`src/rtl/alu_issue_queue.sv`:
```
// rtl/alu_issue_queue.sv - request FIFO feeding alu_4bit with a registered, handshaked result slot
// Define ALU_ISSUE_STATS_EN to add saturating stat_issued/stat_carry counters.
module alu_issue_queue #(
  parameter int DEPTH  = 4,
  parameter int DATA_W = 4,
  parameter int OP_W   = 3
) (
  input  logic                     clk,
  input  logic                     rst,
  input  logic                     in_valid,
  output logic                     in_ready,
  input  logic [DATA_W-1:0]        in_a,
  input  logic [DATA_W-1:0]        in_b,
  input  logic [OP_W-1:0]          in_opcode,
  output logic [DATA_W-1:0]        alu_a,
  output logic [DATA_W-1:0]        alu_b,
  output logic [OP_W-1:0]          alu_opcode,
  input  logic [DATA_W-1:0]        alu_results,
  input  logic                     alu_zero_flag,
  input  logic                     alu_carry_flag,
  output logic                     out_valid,
  input  logic                     out_ready,
  output logic [DATA_W-1:0]        out_results,
  output logic                     out_zero_flag,
  output logic                     out_carry_flag,
  output logic [OP_W-1:0]          out_opcode,
  output logic [$clog2(DEPTH):0]   count
`ifdef ALU_ISSUE_STATS_EN
  ,
  output logic [7:0]               stat_issued,
  output logic [7:0]               stat_carry
`endif
);

  localparam int PW = $clog2(DEPTH);
  localparam int CW = PW + 1;
  localparam logic [CW-1:0] DEPTH_C = CW'(DEPTH);

  typedef enum logic {
    SLOT_EMPTY = 1'b0,
    SLOT_FULL  = 1'b1
  } slot_e;

  slot_e slot_q, slot_d;

  logic [DATA_W-1:0] mem_a_q  [DEPTH];
  logic [DATA_W-1:0] mem_b_q  [DEPTH];
  logic [OP_W-1:0]   mem_op_q [DEPTH];

  logic [PW-1:0]     wr_ptr_q, wr_ptr_d;
  logic [PW-1:0]     rd_ptr_q, rd_ptr_d;
  logic [CW-1:0]     count_q, count_d;

  logic [DATA_W-1:0] res_q, res_d;
  logic              zf_q, zf_d;
  logic              cf_q, cf_d;
  logic [OP_W-1:0]   op_q, op_d;

  logic              not_empty;
  logic              push;
  logic              pop_en;

  // in_ready depends only on registered occupancy, so a full queue never
  // accepts a push even in a cycle where it also pops.
  assign not_empty = (count_q != '0);
  assign in_ready  = (count_q < DEPTH_C);
  assign push      = in_valid && in_ready;
  assign pop_en    = not_empty && ((slot_q == SLOT_EMPTY) || out_ready);

  assign alu_a      = not_empty ? mem_a_q[rd_ptr_q]  : '0;
  assign alu_b      = not_empty ? mem_b_q[rd_ptr_q]  : '0;
  assign alu_opcode = not_empty ? mem_op_q[rd_ptr_q] : '0;

  assign out_valid      = (slot_q == SLOT_FULL);
  assign out_results    = res_q;
  assign out_zero_flag  = zf_q;
  assign out_carry_flag = cf_q;
  assign out_opcode     = op_q;
  assign count          = count_q;

  always_comb begin
    wr_ptr_d = wr_ptr_q;
    rd_ptr_d = rd_ptr_q;
    count_d  = count_q;
    if (push) begin
      wr_ptr_d = wr_ptr_q + PW'(1);
    end
    if (pop_en) begin
      rd_ptr_d = rd_ptr_q + PW'(1);
    end
    case ({push, pop_en})
      2'b10:   count_d = count_q + CW'(1);
      2'b01:   count_d = count_q - CW'(1);
      default: count_d = count_q;
    endcase
  end

  always_comb begin
    slot_d = slot_q;
    res_d  = res_q;
    zf_d   = zf_q;
    cf_d   = cf_q;
    op_d   = op_q;
    case (slot_q)
      SLOT_EMPTY: begin
        if (pop_en) begin
          slot_d = SLOT_FULL;
        end
      end
      SLOT_FULL: begin
        if (pop_en) begin
          slot_d = SLOT_FULL;
        end else if (out_ready) begin
          slot_d = SLOT_EMPTY;
        end
      end
      default: slot_d = SLOT_EMPTY;
    endcase
    // The ALU is combinational on the head entry, so its outputs this cycle
    // belong to the entry being popped.
    if (pop_en) begin
      res_d = alu_results;
      zf_d  = alu_zero_flag;
      cf_d  = alu_carry_flag;
      op_d  = mem_op_q[rd_ptr_q];
    end
  end

  always_ff @(posedge clk) begin
    if (rst) begin
      slot_q   <= SLOT_EMPTY;
      wr_ptr_q <= '0;
      rd_ptr_q <= '0;
      count_q  <= '0;
      res_q    <= '0;
      zf_q     <= 1'b0;
      cf_q     <= 1'b0;
      op_q     <= '0;
    end else begin
      slot_q   <= slot_d;
      wr_ptr_q <= wr_ptr_d;
      rd_ptr_q <= rd_ptr_d;
      count_q  <= count_d;
      res_q    <= res_d;
      zf_q     <= zf_d;
      cf_q     <= cf_d;
      op_q     <= op_d;
    end
  end

  // Entry storage needs no reset: it is only observed while count > 0.
  always_ff @(posedge clk) begin
    if (push) begin
      mem_a_q[wr_ptr_q]  <= in_a;
      mem_b_q[wr_ptr_q]  <= in_b;
      mem_op_q[wr_ptr_q] <= in_opcode;
    end
  end

`ifdef ALU_ISSUE_STATS_EN
  logic [7:0] stat_issued_q, stat_issued_d;
  logic [7:0] stat_carry_q, stat_carry_d;

  always_comb begin
    stat_issued_d = stat_issued_q;
    stat_carry_d  = stat_carry_q;
    if (pop_en && (stat_issued_q != 8'hFF)) begin
      stat_issued_d = stat_issued_q + 8'd1;
    end
    if (pop_en && alu_carry_flag && (stat_carry_q != 8'hFF)) begin
      stat_carry_d = stat_carry_q + 8'd1;
    end
  end

  always_ff @(posedge clk) begin
    if (rst) begin
      stat_issued_q <= 8'd0;
      stat_carry_q  <= 8'd0;
    end else begin
      stat_issued_q <= stat_issued_d;
      stat_carry_q  <= stat_carry_d;
    end
  end

  assign stat_issued = stat_issued_q;
  assign stat_carry  = stat_carry_q;
`endif

endmodule

```
`config.mk`:
```
export PLATFORM = sky130hd
export DESIGN_NAME = alu_issue_queue
export DESIGN_NICKNAME = d
export VERILOG_FILES = /design/src/rtl/alu_issue_queue.sv
export SDC_FILE = /design/constraint.sdc
export NUM_CORES = 1
export LEC_CHECK = 0
export BUFFER_PORTS_ARGS = -buffer_cell sky130_fd_sc_hd__buf_4
export CAP_MARGIN = 10
export CORE_ASPECT_RATIO = 1.1
export CORE_UTILIZATION = 54
export DETAILED_ROUTE_END_ITERATION = 16
export GPL_ROUTABILITY_DRIVEN = 0
export PLACE_DENSITY = 0.78
export SLEW_MARGIN = 10
export SYNTH_ARGS = -nofsm -noshare
export SYNTH_HDL_FRONTEND = slang
export SYNTH_SLANG_ARGS = --single-unit
```
`constraint.sdc`:
```
create_clock -name clk -period 2.24 [get_ports clk]
set_input_delay 0.448 -clock clk [delete_from_list [all_inputs] [get_ports clk]]
set_output_delay 0.448 -clock clk [all_outputs]
set_load 0.03 [all_outputs]
```
==> reports/qor.yml <==
timing:
  skew_ns: 0.00850
  setup_viol: 0
  fmax_ghz: 0.466
  hold_violations: 0
  finalCriticalPeriod_ns: 2.15
  drv_slew: 0
  worst_slew_pin_slew_ns: 0.600
  max_slew_margin: 0.600
  period_share: 0.958
  rsz0062_at_grt: "no"
  fin_setup_tns_ns: 0
  fin_hold_ws_ns: 0.318
die:
  fp.dieH_um: 73.6
  io_pins: 46
  core_um2: 4380
  fp.dieArea_um2: 4940
  initial_core_util: 0.575
  rows: 25
  die_w_um: 67.1
yosys:
  ys_seq_area_frac: 0.676
  synthCells: 167
  ys_warn_count: 0
  netlist_area_um2: 2520
  ys_ff_latch: 63
  synth.distinct_cells: 26
  synthesis.nets: 194
  synth.avg_cell_area_um2: 15.1
power:
  pwr-share-seq: 0.359
  power_frac_comb: 0.412
  switching_share: 0.357
  powerDensity_nw_per_um2: 1400
  power.leakage_nw: 1.17
  p_clk_frac: 0.230
  switchingPower_mw: 1.56
  intPower_mw: 2.82
  vdd_drop_max_v: 0.000764
cts:
  cts_tree: "done"
  cts_setup_buffers: 0
  clk_pin_slew_ns: 0.06
  clockBufferDepth: 2
  clk_latency_ns: 0.33
  htreeDepth: 3
  root_buffer: "clkbuf_8"
  cts.sinks: 63
  cts-buffers-inserted: 9
outcome:
  status: "finished, final reports clean"
layout:
  multi_input_area_um2: 737
  area_growth_pct: 24.2
  n_antenna_cell: 0
  final_nets: 245
  seqCellArea_um2: 1700
  layout-drive-gt1-share: 0.342
  fill_cells: 312
critical_path:
  crit_fanout: 10
  worstPathRequired_ns: 1.79
  critPathArrivalTime_ns: 1.70
  criticalPathCategory: "reg2out"
  start_kind: "flip-flop"
  cp-end-kind: "primary output"
detailed_routing:
  routed_wirelength_mm: 4.77
  wl_per_cell_um: 17.3
  firstDrtPassIters: 4
  drc: 0
  final_antenna_net_count: 0
  vias: 1512
  vias_per_cell: 5.48
  drt-initial-drc-count: 43
grt:
  grt_usage: 0.218
  grt_pass1_vias: 1510
  grt_pass1_wl_mm: 7.14
  grt_remaining_overflow: 0
  antenna_found_initial: 0
  grt_max_degree: 22
placement:
  dpl.hpwl_mm: 3.24
  numPortBuffers: 45
job:
  cap_violations: 0
worst_hold_path:
  min_path_type: "in2reg"
==> critical path, cell delays in order (launching register included) <==
cell and delay [ns]:
dfxtp_2 0.36, buf_12 0.16, mux4_2 0.52, and2_1 0.18, buf_4 0.16
==> through the flow <==
| stage | cell area [µm²] | setup slack (ns) | instances | power (mW) | utilization |
|---|---|---|---|---|---|
| final | 3130 | 0.0948 | 276 | 4.39 | 0.714 |
| after global routing | 3130 | 0.0156 | 276 | 4.63 | 0.714 |
| after floorplan | 2520 | 0.143 | 167 | 2.80 | - |
| after CTS | 3130 | 0.00884 | 276 | 4.42 | 0.714 |
| after detailed placement | 2910 | 0.124 | 261 | 3.38 | 0.665 |
| after global placement | 2910 | 0.269 | 261 | 3.29 | 0.665 |
==> layer usage <==
metal / routed length [µm] / part of all wire / track usage
met5: 0 / 0 / 0
met2: 2630 / 0.55 / 0.366
met3: 249 / 0.052 / 0.0916
met1: 1800 / 0.38 / 0.241
met4: 84 / 0.018 / 0.0898
==> power groups by stage <==
stage	clock network, mW	logic, mW	registers, mW
2_1_floorplan	0	1.08	1.72
3_3_place_gp	0	1.72	1.57
3_5_place_dp	0	1.79	1.59
4_1_cts	1.03	1.82	1.57
5_1_grt	1.08	1.96	1.59
6_report	1.01	1.81	1.57
==> timing repair <==
action                                  CTS  global route
resized for setup                         3             1
endpoints found under the setup margin   10             7
hold buffers                              0             0
==> final timing paths <==
kind / from / to / slack (ns) / cells after the start
worst max-delay path: flip-flop / alu_opcode[0] / 0.09 / 4
worst max register to register: count[2]$_SDFFE_PP0P_ / count[2]$_SDFFE_PP0P_ / 0.18 / 8
worst min-delay path: in_b[3] / mem_b_q[2][3]$_DFFE_PP_ / 0.32 / 1
worst min register to register: out_results[1]$_SDFFE_PP0P_ / out_results[1]$_SDFFE_PP0P_ / 0.48 / 2
==> cell usage after synthesis, drive strengths merged <==
cell | number | area [µm²]
nor2 | 7 | 26.3
xnor2 | 1 | 8.76
mux2i | 1 | 10.0
nand2b | 1 | 6.26
ha | 5 | 62.6
a21oi | 14 | 70.1
a31o | 1 | 8.76
nor3 | 1 | 10.0
mux4 | 11 | 252
and2 | 15 | 93.8
dfxtp | 19 | 380
a311oi | 1 | 15.0
o21ai | 11 | 55.1
xor2 | 2 | 17.5
fa | 1 | 20.0
inv | 8 | 30.0
nor2b | 2 | 12.5
or3 | 3 | 23.8
clkbuf | 4 | 15.0
edfxtp | 44 | 1320
nand3 | 9 | 45.0
buf | 6 | 35.0
==> final cells by class <==
cell class,instances,area share
Clock buffer,11,0.0420
Clock inverter,4,0.0228
Inverter,8,0.00960
Multi-Input combinational cell,86,0.236
Sequential cell,63,0.544
Tap cell,54,0.0216
Timing Repair Buffer,50,0.124
==> cell usage in the layout, fill, tap and decap left out, types with 5 or more instances in the layout <==
| cell | synthesis | layout |
|---|---|---|
| and2_1 | 15 | 15 |
| inv_1 | 8 | 8 |
| clkbuf_8 | 0 | 9 |
| dfxtp_1 | 19 | 18 |
| o21ai_0 | 11 | 11 |
| edfxtp_1 | 44 | 44 |
| mux4_2 | 10 | 10 |
| buf_4 | 0 | 49 |
| a21oi_1 | 14 | 14 |
| ha_1 | 5 | 5 |
| nor2_1 | 7 | 7 |
| nand3_1 | 9 | 9 |
==> registers in the layout (all words and copies together) (netlist names), named ones only <==
name            count
mem_a_q            16
mem_b_q            16
mem_op_q           12
out_results         4
count               3
out_opcode          3
rd_ptr_q            2
wr_ptr_q            2
out_carry_flag      1
out_valid           1
out_zero_flag       1
==> cells by family (layout without fill, tap and decap cells) <==
family	after synthesis	in the layout	synth area share
AOI/OAI and AO/OA	27	27	0.0591
buffers and inverters	18	73	0.0318
muxes	12	12	0.104
and+or+nand+nor	38	38	0.0864
xor gates and xnor gates	3	3	0.0104
adders and majority gates	6	6	0.0328
DFF	63	63	0.676
Note: power is estimated with default switching activity, not from simulation.
